`src/rtl/ysyx_23060208_lsu.sv`:
```
// Multi-cycle load/store unit: aligns store lanes, issues one SRAM request per access,
// extracts and extends load data, and hands the result to write-back over valid/ready.
module ysyx_23060208_lsu #(
    parameter int unsigned DATA_WIDTH = 32,
    parameter int unsigned REG_WIDTH  = 5
) (
    input  logic                  clk,
    input  logic                  rst,
    input  logic                  in_valid,
    output logic                  in_ready,
    input  logic [DATA_WIDTH-1:0] in_alu_result,
    input  logic [DATA_WIDTH-1:0] in_store_data,
    input  logic [4:0]            in_load_inst,
    input  logic [2:0]            in_store_inst,
    input  logic [REG_WIDTH-1:0]  in_rd,
    input  logic                  in_rf_wen,
    output logic                  mem_req_valid,
    input  logic                  mem_req_ready,
    output logic                  mem_req_we,
    output logic [DATA_WIDTH-1:0] mem_req_addr,
    output logic [DATA_WIDTH-1:0] mem_req_wdata,
    output logic [3:0]            mem_req_wstrb,
    input  logic                  mem_resp_valid,
    input  logic [DATA_WIDTH-1:0] mem_resp_rdata,
    input  logic                  mem_resp_err,
    output logic                  wb_valid,
    input  logic                  wb_ready,
    output logic [REG_WIDTH-1:0]  wb_rd,
    output logic [DATA_WIDTH-1:0] wb_wdata,
    output logic                  wb_wen,
    output logic                  wb_fault
);

    typedef enum logic [1:0] {StIdle, StReq, StWait, StDone} state_e;

    state_e                  r_state;
    state_e                  w_state_next;

    logic [DATA_WIDTH-1:0]   r_addr;
    logic [DATA_WIDTH-1:0]   r_req_wdata;
    logic [3:0]              r_req_wstrb;
    logic                    r_we;
    logic [4:0]              r_load;
    logic                    r_is_store;
    logic [REG_WIDTH-1:0]    r_rd;
    logic                    r_rf_wen;
    logic                    r_fault;
    logic [DATA_WIDTH-1:0]   r_wb_wdata;

    logic                    w_accept;
    logic                    w_resp;
    logic [1:0]              w_off;
    logic                    w_is_load;
    logic                    w_is_store;
    logic                    w_word;
    logic                    w_half_acc;
    logic                    w_misalign;
    logic [7:0]              w_sel;
    logic                    w_illegal;
    logic [DATA_WIDTH-1:0]   w_wdata;
    logic [3:0]              w_wstrb;
    logic [15:0]             w_half;
    logic [7:0]              w_byte;
    logic [DATA_WIDTH-1:0]   w_load_data;

    assign w_accept   = in_valid && (r_state == StIdle);
    assign w_resp     = mem_resp_valid && (r_state == StWait);
    assign w_off      = in_alu_result[1:0];
    assign w_is_load  = |in_load_inst;
    assign w_is_store = |in_store_inst;
    assign w_word     = in_load_inst[0] | in_store_inst[0];
    assign w_half_acc = in_load_inst[1] | in_load_inst[2] | in_store_inst[1];
    assign w_misalign = (w_word && (w_off != 2'b00)) || (w_half_acc && w_off[0]);
    // Clearing the lowest set bit leaves something only if more than one type bit is set.
    assign w_sel      = {in_load_inst, in_store_inst};
    assign w_illegal  = (w_sel & (w_sel - 8'd1)) != 8'd0;

    always_comb begin
        w_wdata = in_store_data;
        w_wstrb = 4'b0000;
        if (in_store_inst[0]) begin
            w_wstrb = 4'b1111;
        end else if (in_store_inst[1]) begin
            w_wstrb = 4'b0011 << w_off;
            w_wdata = {2{in_store_data[15:0]}};
        end else if (in_store_inst[2]) begin
            w_wstrb = 4'b0001 << w_off;
            w_wdata = {4{in_store_data[7:0]}};
        end
    end

    always_comb begin
        w_half = r_addr[1] ? mem_resp_rdata[31:16] : mem_resp_rdata[15:0];
        case (r_addr[1:0])
            2'd0:    w_byte = mem_resp_rdata[7:0];
            2'd1:    w_byte = mem_resp_rdata[15:8];
            2'd2:    w_byte = mem_resp_rdata[23:16];
            default: w_byte = mem_resp_rdata[31:24];
        endcase
        w_load_data = mem_resp_rdata;
        if (r_load[1]) begin
            w_load_data = {{16{w_half[15]}}, w_half};
        end else if (r_load[2]) begin
            w_load_data = {16'd0, w_half};
        end else if (r_load[3]) begin
            w_load_data = {{24{w_byte[7]}}, w_byte};
        end else if (r_load[4]) begin
            w_load_data = {24'd0, w_byte};
        end
    end

    always_ff @(posedge clk or negedge rst) begin
        if (!rst) begin
            r_state <= StIdle;
        end else begin
            r_state <= w_state_next;
        end
    end

    always_comb begin
        w_state_next = r_state;
        unique case (r_state)
            StIdle: begin
                if (w_accept) begin
                    if (w_illegal || w_misalign || !(w_is_load || w_is_store)) begin
                        w_state_next = StDone;
                    end else begin
                        w_state_next = StReq;
                    end
                end
            end
            StReq: begin
                if (mem_req_ready) begin
                    w_state_next = StWait;
                end
            end
            StWait: begin
                if (mem_resp_valid) begin
                    w_state_next = StDone;
                end
            end
            StDone: begin
                if (wb_ready) begin
                    w_state_next = StIdle;
                end
            end
            default: w_state_next = StIdle;
        endcase
    end

    always_ff @(posedge clk or negedge rst) begin
        if (!rst) begin
            r_addr      <= '0;
            r_req_wdata <= '0;
            r_req_wstrb <= 4'b0000;
            r_we        <= 1'b0;
            r_load      <= 5'b00000;
            r_is_store  <= 1'b0;
            r_rd        <= '0;
            r_rf_wen    <= 1'b0;
            r_fault     <= 1'b0;
            r_wb_wdata  <= '0;
        end else if (w_accept) begin
            r_addr      <= in_alu_result;
            r_req_wdata <= w_wdata;
            r_req_wstrb <= w_wstrb;
            r_we        <= w_is_store;
            r_load      <= in_load_inst;
            r_is_store  <= w_is_store;
            r_rd        <= in_rd;
            r_rf_wen    <= in_rf_wen;
            r_fault     <= w_illegal || w_misalign;
            // Non-memory results are final at capture; memory results arrive later.
            if (!w_illegal && !w_misalign && !w_is_load && !w_is_store) begin
                r_wb_wdata <= in_alu_result;
            end else begin
                r_wb_wdata <= '0;
            end
        end else if (w_resp) begin
            r_fault <= mem_resp_err;
            if (mem_resp_err || r_is_store) begin
                r_wb_wdata <= '0;
            end else begin
                r_wb_wdata <= w_load_data;
            end
        end
    end

    assign in_ready      = (r_state == StIdle);
    assign mem_req_valid = (r_state == StReq);
    assign mem_req_we    = r_we;
    assign mem_req_addr  = {r_addr[DATA_WIDTH-1:2], 2'b00};
    assign mem_req_wdata = r_req_wdata;
    assign mem_req_wstrb = r_req_wstrb;
    assign wb_valid      = (r_state == StDone);
    assign wb_rd         = r_rd;
    assign wb_wdata      = r_wb_wdata;
    assign wb_wen        = r_rf_wen & ~r_is_store & ~r_fault;
    assign wb_fault      = r_fault;

endmodule
```
`config.mk`:
```
export PLATFORM = sky130hd
export DESIGN_NAME = ysyx_23060208_lsu
export DESIGN_NICKNAME = d
export VERILOG_FILES = /design/src/rtl/ysyx_23060208_lsu.sv
export SDC_FILE = /design/constraint.sdc
export NUM_CORES = 1
export LEC_CHECK = 0
export ABC_AREA = 1
export BUFFER_PORTS_ARGS = -buffer_cell sky130_fd_sc_hd__buf_4
export CORE_ASPECT_RATIO = 1.25
export CORE_MARGIN = 2
export CORE_UTILIZATION = 51
export CTS_CLUSTER_DIAMETER = 80
export CTS_CLUSTER_SIZE = 10
export DETAILED_ROUTE_END_ITERATION = 12
export PLACE_DENSITY = 0.77
export SLEW_MARGIN = 20
export SYNTH_ARGS = -nofsm -noshare
export SYNTH_HDL_FRONTEND = slang
export SYNTH_SLANG_ARGS = --single-unit
```
`constraint.sdc`:
```
create_clock -name clk -period 2 [get_ports clk]
set_clock_uncertainty 0.05 [all_clocks]
set_input_delay 0.3 -clock clk [delete_from_list [all_inputs] [get_ports clk]]
set_output_delay 0.3 -clock clk [all_outputs]
set_load 0.01 [all_outputs]
```
==> metrics.txt <==
status completed; FF+latch count, synth 114; Detailed Place HPWL 14,370 um; vias in the first global route 6,387; GRT Total Usage 29.16%; Synth async-reset ratio 100.0%; Post-Synth Adder-Cell Area 1.547%; critical path class reg -> reg; Core ar. 0.01255 sq mm; Synth area leaders dfrtp_1 (44%), nand2_1 (19%), a21oi_1 (5.4%); Max IR drop VDD 0.0008255 V; effective utilization at floorplan 51.57%; CTS buffer count 17; RD Place Congestion 0.9955; global-route wire length before repair 31,450 um; placed cell count 1,227; Fmax achieved 524.1 MHz; most used cell, CP inv_1; Synth-to-Final Area Change 35.72%; Residual DRC 0; worst hold-check path type in -> reg; max cap viols 0; Crit Path Max Fanout 111; initial antenna violation count 0; H-Tree Depth 4; CP max-delay cell dfrtp_1; Seq/Total Area, Yosys 44.09%; clock sink count 114; WP data arrival 2150 ps; CTS tree yes; post-synthesis mux area share 0%; io pins 228; cell taking the most area after synthesis dfrtp_1; synth warn 0; complex-gate fraction of the synthesized area 13.90%; Tcrit/Tclk final 95.40%; simple-gate area share of the yosys netlist 30.05%; Post-Synthesis Cells 892; CP Capture Type flip-flop; Final Critical Period 1908 ps; antenna viol nets, final 0; share of the synthesized area in the top cell type 44.09%; port bufs 225; Worst EP required 2250 ps; CTS max path bufs 2; Slew @ Worst Pin 710.9 ps; Avg Vias per Cell 5.326; DR WL/cell 16.01 um; synthesized area per cell 7.253 sq um; Fin. Hold Viols 0; largest net degree at the start of global routing 115; Pwr Density 1653 mW/mm^2; Finish-stage setup viols 0; NumNets Final 1,206; CTS clock-pin slew for the worst setup and hold paths 60 ps; full die area 0.01361 sq mm; Die Y 129.9 um; First-pass DRT Iterations 5; cell row count 46; synth unique cells 30; setup TNS 0 ps; Pleak 4.706 nW; Congestion Overflow GR 0; overall routed net length 20,210 um; Iter 0 DRT Violations 414; Final Core Density 69.98%; Ant. Diodes 0; ys flop type dfrtp_1; Placed Area 0.008102 sq mm; Via Count 6,722; Layout Cells excl Fill 1,262; Post-Synth XOR/XNOR Area 0%; clock latency on the worst-skew pair 420 ps; Design Area, Final 0.008781 sq mm; worst-case headroom to the max-slew limit 52.43%; critical path, cell by cell inv_1 -> ha_2 -> nand2_2 -> clkinv_2 -> buf_16 -> o21ai_0 -> inv_1 -> a21oi_1; final slew viol count 0; RSZ-0062 raised after global routing false; DIE WIDTH 104.7 um; largest family of logic cells by synthesized area simple AND/OR/NAND/NOR gates; Startpoint Class flip-flop; Post-synth EDFFs 0; CTS root buf clkbuf_16; layout cell share with drive strength beyond 1 28.24%; Post-Synthesis Cell Area 0.006470 sq mm; Worst path max stage delay 390 ps
==> flip-flops by register name, summed over array words and instances (netlist names) <==
signal / count
mem_req_wdata: 32
r_addr: 32
wb_wdata: 32
wb_rd: 5
mem_req_wstrb: 4
r_load: 4
r_state: 2
r_is_store: 1
r_rf_wen: 1
wb_fault: 1
==> what timing repair did <==
item | 4_1_cts | 5_1_grt
hold buffers | 1 | 0
pin swaps | 1 | 0
setup buffers | 2 | 0
setup endpoints to repair | 3 | 35
endpoints found under the hold margin | 114 | 0
resized for setup | 0 | 7
==> where the power goes <==
part | switching (mW) | internal, mW
sequential | 0.751 | 3.44
clock | 1.17 | 2.10
combinational | 4.00 | 3.05
total | 5.92 | 8.59
==> worst paths after layout <==
kind	depth (start not counted)	endpoint	from	slack, ps
hold reg to reg	2	wb_wdata[5]	wb_wdata[5]	430
setup reg to reg	8	mem_req_wdata[24]	r_state[0]	90
max in group asynchronous	3	wb_wdata[8]	rst	920
hold / removal	3	wb_rd[4]	in_rd[4]	30
setup / recovery	8	mem_req_wdata[24]	r_state[0]	90
min in group asynchronous	3	mem_req_wstrb[3]	rst	410
==> layout make-up <==
cell class                      count  area [sq um]
Clock inverter                     14         202.7
Inverter                           54         207.7
Multi-Input combinational cell    647          2960
Timing Repair Buffer              247          1918
Sequential cell                   114          2853
Fill cell                        1073          3766
Tap cell                          168         210.2
Clock buffer                       18         429.2
==> metrics by stage <==
stage	hold slack, ps	setup WS [ps]	power, mW
2_1_floorplan	-45.59	230.4	8.528
3_3_place_gp	388.9	37.27	11.02
3_5_place_dp	384.8	-4.799	11.15
4_1_cts	29.08	17.03	14.50
5_1_grt	33.47	15.15	15.50
6_report	34.56	92.09	14.52
==> worst max-delay path: cells and delay by family, from the launching register on <==
family	cells	cell delay [ps]
fa+ha+maj	1	230
simple gates	1	90
buf+inv	4	640
flops	1	390
compound gates	2	240
==> cell usage in the layout, fill, tap and decap left out, types with 2 or more instances in the layout <==
master       n
a21oi_1     70
a21oi_2      5
a22oi_1      9
a31oi_1     24
buf_12       3
buf_4      241
bufinv_16    4
clkbuf_16   17
clkinv_2     3
clkinv_4     5
conb_1       2
dfrtp_1    114
ha_1         7
inv_1       49
inv_2        2
inv_6        3
nand2_1    321
nand2_2      4
nand3_1     40
nand3_2      6
nand4_1      6
nor2_1      85
nor2_2       4
nor3_4       2
o21ai_0     50
o22ai_1      3
or2_2        2
==> cell usage after synthesis (all sizes together), types with 2 or more instances <==
library cell	n
inv	53
a22oi	9
o22ai	3
nor2	90
a31oi	25
clkbuf	17
or2	2
o21ai	51
nand2	326
a21oi	75
nor3	3
dfrtp	114
ha	8
nand4	6
nand3	46
buf	61
==> metal layers <==
metal  global-route usage, %  part of all wire (%)  vias to the layer above
met4                   11.53                   3.2                        0
met1                   34.45                    39                     3142
met2                   51.68                    51                      303
met5                       0                     0                        -
met3                   6.843                   6.5                       54
li1                        -                     -                     3223
==> cells by family (layout without fill, tap and decap cells) <==
kind of cell             after synthesis  after routing
AO/OA/AOI/OAI                        164            164
buffers and inverters                132            333
flip-flops                           114            114
other                                  1              2
AND/OR/NAND/NOR                      473            473
adder cells (fa/ha/maj)                8              8
Note: power is estimated with default switching activity, not from simulation.
